## src/rtl/timer_dev_pkg.sv

```systemverilog
// Shared definitions for the bus timer: FSM states, register offsets,
// CTRL bit positions and MODE codes.
package timer_dev_pkg;

   typedef enum logic [1:0] {
      IDLE = 2'd0,
      LOAD = 2'd1,
      CNT  = 2'd2,
      INT  = 2'd3
   } state_t;

   localparam logic [1:0] ADDR_CTRL   = 2'd0;
   localparam logic [1:0] ADDR_PRESET = 2'd1;
   localparam logic [1:0] ADDR_COUNT  = 2'd2;
   localparam logic [1:0] ADDR_PSC    = 2'd3;

   localparam int CTRL_EN      = 0;
   localparam int CTRL_MODE_LO = 1;
   localparam int CTRL_MODE_HI = 2;
   localparam int CTRL_IM      = 3;

   localparam logic [1:0] MODE_ONESHOT = 2'b00;
   localparam logic [1:0] MODE_RELOAD  = 2'b01;

   // Upper CTRL bits are not stored and always read back as zero.
   function automatic logic [31:0] ctrl_read(input logic en, input logic [1:0] mode,
                                             input logic im);
      return {28'd0, im, mode, en};
   endfunction

endpackage

```

## src/rtl/timer_dev_prescaler.sv

```systemverilog
// Tick generator for the timer count stage: one tick every psc+1 cycles.
// Only built when TIMER_PRESCALE_EN is defined.
`ifdef TIMER_PRESCALE_EN
module timer_dev_prescaler #(
   parameter int PSC_W = 16
) (
   input  logic             clk,
   input  logic             rst,
   input  logic             clr,
   input  logic [PSC_W-1:0] psc,
   output logic             tick
);

   logic [PSC_W-1:0] div;

   // Comparing with >= keeps the divider sane if psc shrinks mid-count.
   assign tick = (div >= psc);

   always_ff @(posedge clk or posedge rst) begin
      if (rst)
         div <= '0;
      else if (clr || tick)
         div <= '0;
      else
         div <= div + PSC_W'(1);
   end

endmodule
`endif

```

## src/rtl/timer_dev.sv

```systemverilog
// Programmable down-counting bus timer raising the CP0 interrupt request.
// Optional prescaler on addr 3 enabled by defining TIMER_PRESCALE_EN.
module timer_dev
   import timer_dev_pkg::*;
#(
   parameter int CNT_W = 32,
   parameter int PSC_W = 16
) (
   input  logic        clk,
   input  logic        rst,
   input  logic        we,
   input  logic [1:0]  addr,
   input  logic [31:0] din,
   output logic [31:0] dout,
   output logic        irq
);

   state_t             state, state_next;
   logic               en, en_next, im;
   logic [1:0]         mode;
   logic [CNT_W-1:0]   preset, count, count_next;
   logic               pending, pending_next;
   logic [PSC_W-1:0]   psc;
   logic               tick;

   logic               ctrl_wr, preset_wr, bus_wr;
   logic               en_wr, im_wr;
   logic [1:0]         mode_wr;

   assign ctrl_wr   = we && (addr == ADDR_CTRL);
   assign preset_wr = we && (addr == ADDR_PRESET);
   assign bus_wr    = ctrl_wr || preset_wr;

   // CTRL as it stands after this edge, so a CPU write always wins over the FSM.
   assign en_wr   = ctrl_wr ? din[CTRL_EN] : en;
   assign mode_wr = ctrl_wr ? din[CTRL_MODE_HI:CTRL_MODE_LO] : mode;
   assign im_wr   = ctrl_wr ? din[CTRL_IM] : im;

`ifdef TIMER_PRESCALE_EN
   always_ff @(posedge clk or posedge rst) begin
      if (rst)
         psc <= '0;
      else if (we && (addr == ADDR_PSC))
         psc <= din[PSC_W-1:0];
   end

   timer_dev_prescaler #(.PSC_W(PSC_W)) u_prescaler (
      .clk  (clk),
      .rst  (rst),
      .clr  (state == LOAD),
      .psc  (psc),
      .tick (tick)
   );
`else
   assign psc  = '0;
   assign tick = 1'b1;
`endif

   // Next-state logic; modes 10 and 11 fall through to one-shot behaviour.
   always_comb begin
      state_next   = state;
      count_next   = count;
      en_next      = en_wr;
      pending_next = bus_wr ? 1'b0 : pending;
      case (state)
         IDLE: begin
            if (en)
               state_next = LOAD;
         end
         LOAD: begin
            count_next   = preset;
            pending_next = 1'b0;
            state_next   = en_wr ? CNT : IDLE;
         end
         CNT: begin
            if (!en_wr)
               state_next = IDLE;
            else if (tick) begin
               if (count > CNT_W'(1))
                  count_next = count - CNT_W'(1);
               else begin
                  count_next = '0;
                  state_next = INT;
               end
            end
         end
         INT: begin
            if (!bus_wr)
               pending_next = 1'b1;
            if ((mode_wr == MODE_RELOAD) && en_wr)
               state_next = LOAD;
            else begin
               state_next = IDLE;
               if (!ctrl_wr)
                  en_next = 1'b0;
            end
         end
         default: state_next = IDLE;
      endcase
   end

   // irq is registered from the post-edge mask and pending values.
   always_ff @(posedge clk or posedge rst) begin
      if (rst) begin
         state   <= IDLE;
         en      <= 1'b0;
         mode    <= MODE_ONESHOT;
         im      <= 1'b0;
         preset  <= '0;
         count   <= '0;
         pending <= 1'b0;
         irq     <= 1'b0;
      end else begin
         state   <= state_next;
         en      <= en_next;
         mode    <= mode_wr;
         im      <= im_wr;
         count   <= count_next;
         pending <= pending_next;
         irq     <= im_wr & pending_next;
         if (preset_wr)
            preset <= din[CNT_W-1:0];
      end
   end

   always_comb begin
      dout = 32'd0;
      case (addr)
         ADDR_CTRL:   dout = ctrl_read(en, mode, im);
         ADDR_PRESET: dout = 32'(preset);
         ADDR_COUNT:  dout = 32'(count);
         ADDR_PSC:    dout = 32'(psc);
         default:     dout = 32'd0;
      endcase
   end

endmodule

```

## config.mk

```make
export PLATFORM = sky130hd
export DESIGN_NAME = timer_dev
export DESIGN_NICKNAME = d
export VERILOG_FILES = /design/src/rtl/timer_dev_pkg.sv /design/src/rtl/timer_dev_prescaler.sv /design/src/rtl/timer_dev.sv
export SDC_FILE = /design/constraint.sdc
export NUM_CORES = 1
export LEC_CHECK = 0
export CELL_PAD_IN_SITES_DETAIL_PLACEMENT = 2
export CELL_PAD_IN_SITES_GLOBAL_PLACEMENT = 2
export CORE_MARGIN = 10
export CORE_UTILIZATION = 36
export DETAILED_ROUTE_END_ITERATION = 6
export GPL_ROUTABILITY_DRIVEN = 0
export GPL_TIMING_DRIVEN = 0
export PLACE_DENSITY = 0.95
export SLEW_MARGIN = 25
export SYNTH_ARGS = -nofsm -noshare
export SYNTH_HDL_FRONTEND = slang
export SYNTH_HIERARCHICAL = 1
export SYNTH_SLANG_ARGS = --single-unit
```

## constraint.sdc

```tcl
create_clock -name clk -period 7 [get_ports clk]
set_input_delay 1.4 -clock clk [delete_from_list [all_inputs] [get_ports clk]]
set_output_delay 1.4 -clock clk [all_outputs]
set_load 0.02 [all_outputs]
```

Word level (Yosys, flattened, before mapping)
Index checks and enable logic that the tools add are counted.
Widths: inputs -> output; s select.
{"block": "classes", "add_sub_neg": 1, "order_cmp": 1, "n_eq_ne": 10, "mux": 19, "bitwise": 1, "n_reduce_logical": 9}
{"cell": "$pmux 32 s4", "count": 1}
{"cell": "$mux 32", "count": 2}
{"cell": "$pmux 32 s2", "count": 1}
{"cell": "$gt 32x1->1 const B", "count": 1}
{"cell": "$sub 32x1->32 const B", "count": 1}
{"cell": "$mux 2", "count": 5}
{"cell": "$eq 2x2->1 const B", "count": 4}
{"cell": "$mux 1", "count": 8}
{"cell": "$pmux 2 s4", "count": 1}
{"cell": "$eq 2x1->1 const B", "count": 3}
{"cell": "$logic_not 2->1", "count": 2}
{"cell": "$ne 2x2->1 const B", "count": 2}
{"cell": "$reduce_and 2->1", "count": 2}
{"cell": "$logic_and 1x1->1", "count": 3}
{"cell": "$ne 3x3->1 const B", "count": 1}
{"cell": "$pmux 1 s2", "count": 1}
{"cell": "$reduce_bool 2->1", "count": 1}
{"cell": "$and 1x1->1", "count": 1}
{"cell": "$logic_or 1x1->1", "count": 1}
{"block": "totals", "reg_bits": 72, "in_bits": 37, "word_cells": 49}

Longest topological paths before layout
Gate-level depths: netlist of run 1.
{"block": "logic_depth", "ltp_word": 7, "depth_mapped": 8}

Worst setup path after synthesis of run 1
No wires, ideal clock.
{"block": "synth_timing", "path_type": "input to output", "from": "input port addr[1]", "to": "output port dout[10]", "arrival_ns": 2.584, "path_slack_ns": 3.016, "stages": 5, "path_buffers": 3, "path_cell_list": "buf_2 nor2b_1 clkbuf_1 clkbuf_1 a22o_1"}
{"block": "synth_via", "elab_chain_len": 2}
{"element": "from (decl)", "line_no": "timer_dev.sv:12", "rtl": "input logic [1:0] addr,"}
{"element": "$eq 2x2->1 (tied with other cells)", "line_no": "timer_dev.sv:128", "rtl": "case (addr)"}
{"element": "$pmux 32 s4 *", "line_no": "timer_dev.sv:128"}
{"element": "to (decl)", "line_no": "timer_dev.sv:14", "rtl": "output logic [31:0] dout,"}
Mark *: on every way between the ends. The rest lies on a longest branch, timed or not.

Worst setup path after layout of run 1
{"block": "layout_timing", "from": "input port addr[0]", "to": "output port dout[18]"}
Same word-level chain as after synthesis.

==> flow_summary.toml, run 1 <==
[timing]
setup_viols_final = 0
slew_of_the_pin_with_the_lowest_slew_margin_ns = 0.827
finalCritPeriodShare_pct = 82.1
slew_viol_final = 0
max_freq_mhz = 174
clock_skew_ns = 0.00866
report.final.hold_viol_count = 0
max-slew-margin-rel_pct = 44.5
finalWorstSetupSlack_ns = 1.26
timing.final.crit_period_ns = 5.74
grt_setup_unrepaired = "no"
timing.setup.tns_ns = 0

[clock_tree]
cts_sinks = 72
cts_tree = "done"
clock_tree.htree_level_count = 3
clk_buf_depth = 2
cts_root_buf = "clkbuf_16"
worst_skew_pair.late_latency_ns = 0.35
postCtsResizedCells = 0
tritoncts.num_buffers = 9
worst_setup_hold_path_clk_slew_ns = 0.05
postCtsHoldBufs = 0
cts_setup_buffers = 0

[logic_synthesis]
synth_edf_count = 0
synth.yosys.seq_area_share_pct = 42.9
synth_top_area_cell = "dfrtp_1"
synth_top_flop_cell = "dfrtp_1"
yosysWarnings = 6
async_reset_ff_share_pct = 100
synthDominantCellAreaShare_pct = 42.9
syn-instance-count = 423
netlist_area_mm2 = 0.00420
yosys_register_bits = 72
netlist-cell-type-count = 61
number_of_nets_in_the_synthesized_netlist = 462
synth.top_cells.by_area = "dfrtp_1 43%, mux2_2 9.4%, a22o_1 5.8%"
syn-mean-instance-area_um2 = 9.93

[setup_path]
critPathRequiredTime_ns = 5.60
crit_type = "input pin to output port"
critical_path.endpoint_type = "output port"
timing.critical_path.arrival_ns = 4.34
crit_path_max_fanout = 10
critical_path.startpoint_type = "input pin"

[final_layout]
finalInstanceArea_mm2 = 0.00533
nFillCells = 1219
final_core_utilization_pct = 46.7
instances_no_fill = 648
share_of_post_route_cells_with_drive_strength_above_1_pct = 14.7
mostFrequentLayoutCells = "72 x dfrtp_1, 68 x clkdlybuf4s50_1, 39 x nand2_1"
antenna_cells = 0
layout.cells.most_common = "dfrtp_1"
num-nets-final = 542
area_growth_pct = 27.0

[power_and_ir_drop]
power.static_leakage_nw = 2.06
vdd.ir_drop.worst_uv = 159
power-per-cell-area_mw_per_mm2 = 399

[routing]
via_per_inst = 6.41
drt_drc_violations_left = 0
wirelength_um = 18100
post_route_antenna_net_violation_count = 0
detail_route.iter0.violations = 350
drt_first_pass_iters = 5
routed_via_count = 4154
wl_per_cell_um = 28.0

[grt]
initial_antenna_violation_count = 0
grt_remaining_overflow = 0
number_of_global_route_vias_before_repair = 4683
grt_max_degree = 52
grt_pass1_wl_um = 28400
grt_util_all_layers_pct = 22.2

[floorplan]
chip_height_um = 128
die_width_um = 128
placement_rows = 39
start_util_pct = 36.8
design.core.area_mm2 = 0.0114
design.portCount = 70
design.die.area_mm2 = 0.0164

[place]
post-dp-hpwl_um = 12800
inst_count_dp = 635
preCtsSetupSlack_ns = 1.33
placed_cell_area_mm2 = 0.00509
portBuffers = 68

[outcome]
status = "finished clean"

[min_path]
hold_path.class = "flip-flop to flip-flop"

[flow_run]
drv.max_cap_violation_count = 0
==> synthesized netlist by cell type, types with 8 or more instances <==
cell type   n
a22o_1     28
mux2_2     35
o311ai_0    8
nand2_1    39
a22oi_1    10
buf_2      10
nand3_1    16
nor2_1     19
dfrtp_1    72
o211ai_1   12
clkbuf_1   18
o21ai_0     8
a21oi_1    20
nor4_1      8
==> logic make-up after synthesis <==
family                   share of synthesized area, %
AO/OA/AOI/OAI                                    21.2
adder cells (fa/ha/maj)                         0.596
multiplexers                                     11.1
AND/OR/NAND/NOR                                  20.1
buffers and inverters                            4.20
flip-flops                                       42.9
==> layout make-up <==
class	count	area [µm²]	share of cell area (%)
clock buffer	12	236	4.43
timing repair buffer	69	708	13.3
multi-input combinational	309	2220	41.7
tap	143	179	3.35
sequential	72	1800	33.8
clock inverter	1	7.51	0.141
inverter	7	28.8	0.540
buffer	35	150	2.81
==> metrics by stage <==
stage | total power, mW | hold WS, ns
2_1_floorplan | 1.29 | 0.466
3_3_place_gp | 1.58 | 0.501
3_5_place_dp | 1.67 | 0.523
4_1_cts | 2.12 | 0.536
5_1_grt | 2.25 | 0.567
6_report | 2.13 | 0.539
==> worst max-delay path, stage by stage <==
cell             delay (ns)
clkdlybuf4s50_1        0.57
nor2b_1                0.18
clkbuf_1               0.61
clkbuf_1               0.70
a22o_1                 0.26
clkdlybuf4s50_1        0.62
==> metal layers <==
layer  track usage (%)  up-vias  share of wire, %
li1                  -     1778                 -
met1              26.1     2169                41
met2              38.2      163                51
met3              4.92       44               5.0
met4              9.14        0               2.9
met5                 0        -                 0
==> registers in the layout (all words and copies together), names as in the netlist <==
name / flops
count: 32
preset: 32
mode: 2
state: 2
en: 1
im: 1
irq: 1
pending: 1
==> power breakdown <==
part           switching (mW)  internal, mW
sequential              0.194         0.561
clock                   0.181         0.235
combinational           0.581         0.375
total                   0.956          1.17
==> worst paths after layout <==
| check | start | to | slack (ns) | depth (start not counted) |
|---|---|---|---|---|
| worst min-delay path | preset[25] | preset[25] | 0.54 | 1 |
| max in group asynchronous | rst | preset[12] | 5.05 | 3 |
| min in group asynchronous | rst | preset[29] | 1.38 | 2 |
| worst max register to register | state[1] | count[2] | 4.27 | 7 |
| worst min register to register | preset[25] | preset[25] | 0.54 | 1 |
| worst max-delay path | addr[0] | dout[18] | 1.26 | 6 |
Note: power is estimated with default switching activity, not from simulation.
==> run 2: changes to the inputs <==
--- a/config.mk
+++ b/config.mk
@@ -8,11 +8,11 @@
 export CELL_PAD_IN_SITES_DETAIL_PLACEMENT = 2
 export CELL_PAD_IN_SITES_GLOBAL_PLACEMENT = 2
 export CORE_MARGIN = 10
-export CORE_UTILIZATION = 36
+export CORE_UTILIZATION = 30
 export DETAILED_ROUTE_END_ITERATION = 6
 export GPL_ROUTABILITY_DRIVEN = 0
 export GPL_TIMING_DRIVEN = 0
-export PLACE_DENSITY = 0.95
+export PLACE_DENSITY = 0.85
 export SLEW_MARGIN = 25
 export SYNTH_ARGS = -nofsm -noshare
 export SYNTH_HDL_FRONTEND = slang
==> constraint.sdc (replaced) <==
create_clock -name clk -period 4.8 [get_ports clk]
set_input_delay 0.96 -clock clk [delete_from_list [all_inputs] [get_ports clk]]
set_output_delay 0.96 -clock clk [all_outputs]
set_load 0.02 [all_outputs]
==> run 2 against run 1 <==
Count of clock-buffer cells in the layout up 3. Clock skew up 0.00050 ns. Utilization down 7.5 points. Via count down 4.1%. Register-to-register slack worse by 2.1 ns. Die area up 17%. Final cell count up 6.0%. Critical endpoint is now dout[30]. Largest cell class unchanged. Highest routed layer unchanged.
==> flow_summary.toml, run 2 (synthesis gave the netlist of run 1 again) <==
[setup_path]
critical_path.endpoint_type = "output port"
timing.critical_path.arrival_ns = 3.69
reg2reg_depth = 7
r2r-end = "count[28]"
critPathRequiredTime_ns = 3.84
rr_startpoint = "count[0]"
crit_path_max_fanout = 10
r2r_setup_slack_ns = 2.16
crit_type = "input pin to output port"
critical_path.startpoint_type = "input pin"

[min_path]
hold_path_startpoint = "im"
hold_path.class = "flip-flop to flip-flop"
hold-path-cell-count = 1
hold_path_end = "im"

[clock_tree]
postCtsHoldBufs = 0
cts_root_buf = "clkbuf_16"
cts_sinks = 72
clock_tree.htree_level_count = 3
worst_setup_hold_path_clk_slew_ns = 0.05
clk_buf_depth = 2
cts_setup_buffers = 0
cts_tree = "done"
tritoncts.num_buffers = 9
worst_skew_pair.late_latency_ns = 0.34

[power_and_ir_drop]
report.power.total_mw = 3.05
power.static_leakage_nw = 2.08
vdd.ir_drop.worst_uv = 234
power-per-cell-area_mw_per_mm2 = 564

[timing]
slew_viol_final = 0
timing.final.crit_period_ns = 4.65
setup_viols_final = 0
clock_skew_ns = 0.00917
report.final.hold_viol_count = 0
finalCritPeriodShare_pct = 96.9
timing.setup.tns_ns = 0
slew_of_the_pin_with_the_lowest_slew_margin_ns = 0.836
max_freq_mhz = 215
max-slew-margin-rel_pct = 44.3
worst_hold_slack_ns = 0.527
grt_setup_unrepaired = "no"

[final_layout]
share_of_post_route_cells_with_drive_strength_above_1_pct = 15.4
antenna_cells = 0
area_growth_pct = 28.6
num-nets-final = 542
mostFrequentLayoutCells = "72 x dfrtp_1, 68 x clkdlybuf4s50_1, 39 x nand2_1"
layout.cells.most_common = "dfrtp_1"
biggestRegsByFlops = "count: 32 flops, preset: 32 flops"

[grt]
grt_pass1_wl_um = 26400
grt_util_met1_pct = 21.3
globalRouteMet2Util_pct = 28.9
grt.met3_usage_pct = 4.49
grt-busiest-layer = "met2"
grt_util_all_layers_pct = 17.2
initial_antenna_violation_count = 0
grt_max_degree = 41
grt_remaining_overflow = 0
number_of_global_route_vias_before_repair = 4470

[routing]
detail_route.iter0.violations = 327
wl_per_cell_um = 24.1
routed_via_count = 3982
via_per_inst = 5.80
post_route_antenna_net_violation_count = 0
drt_drc_violations_left = 0
wirelength_um = 16600
drt_first_pass_iters = 5

[floorplan]
chip_height_um = 138
placement_rows = 43
start_util_pct = 30.5
design.die.area_mm2 = 0.0191
design.core.area_mm2 = 0.0138
die_width_um = 138
design.portCount = 70

[flow_run]
drv.max_cap_violation_count = 0

[place]
post-dp-hpwl_um = 11900
portBuffers = 68

[outcome]
status = "finished clean"
-- run 2: changes by cell type in the layout (fill, tap and decap cells not counted), sizes merged --
| cell | delta |
|---|---|
| clkinvlp | -1 |
| clkbuf | +3 |
-- run 2: cell type report --
| type | instances | area [µm²] |
|---|---|---|
| buffer | 35 | 154 |
| clock buffer | 15 | 268 |
| fill | 1514 | 8370 |
| inverter | 7 | 28.8 |
| multi-input combinational | 309 | 2220 |
| sequential | 72 | 1800 |
| tap | 180 | 225 |
| timing repair buffer | 69 | 701 |
-- run 2: how the worst max path moves through the flow --
stage,start,end,slack (ns),cells after the start
floorplan,addr[1],dout[10],1.70,5
global placement,addr[0],dout[30],0.05,6
detailed placement,addr[0],dout[30],-0.02,6
CTS,addr[0],dout[28],0.0009,6
global route,addr[0],dout[30],0.06,6
finish,addr[0],dout[30],0.15,6
-- run 2: repair_timing --
| item | 4_1_cts | 5_1_grt |
|---|---|---|
| gates resized for setup | 1 | 4 |
| endpoints found under the setup margin | 5 | 11 |
| gates cloned | 0 | 0 |
-- run 2: critical path, cell delays in order --
cell	delay, ns
clkdlybuf4s50_1	0.64
nor2b_1	0.17
clkbuf_1	0.33
clkbuf_1	0.66
a22o_1	0.30
clkdlybuf4s50_1	0.62
-- run 2: per-layer routing --
metal  wire length (µm)  vias to the layer above
met5                  0                        -
met2               8260                      110
met4                228                        0
met3                853                       21
met1               7220                     2073
li1                   -                     1778
-- run 2: metrics by stage --
step	util, %	instances	cell area, µm²	setup slack (ns)
floorplan	-	423	4200	1.70
detailed placement	37.2	672	5130	-0.0203
finish	39.2	687	5400	0.147
CTS	39.2	687	5400	0.000870
global route	39.2	687	5400	0.0612
global placement	37.1	671	5110	0.0470
-- run 2: report_power, final --
part	internal [mW]	switching (mW)	leakage (nW)
clock network	0.376	0.253	0.130
registers	0.818	0.262	0.867
logic	0.544	0.791	1.09
total	1.74	1.31	2.08
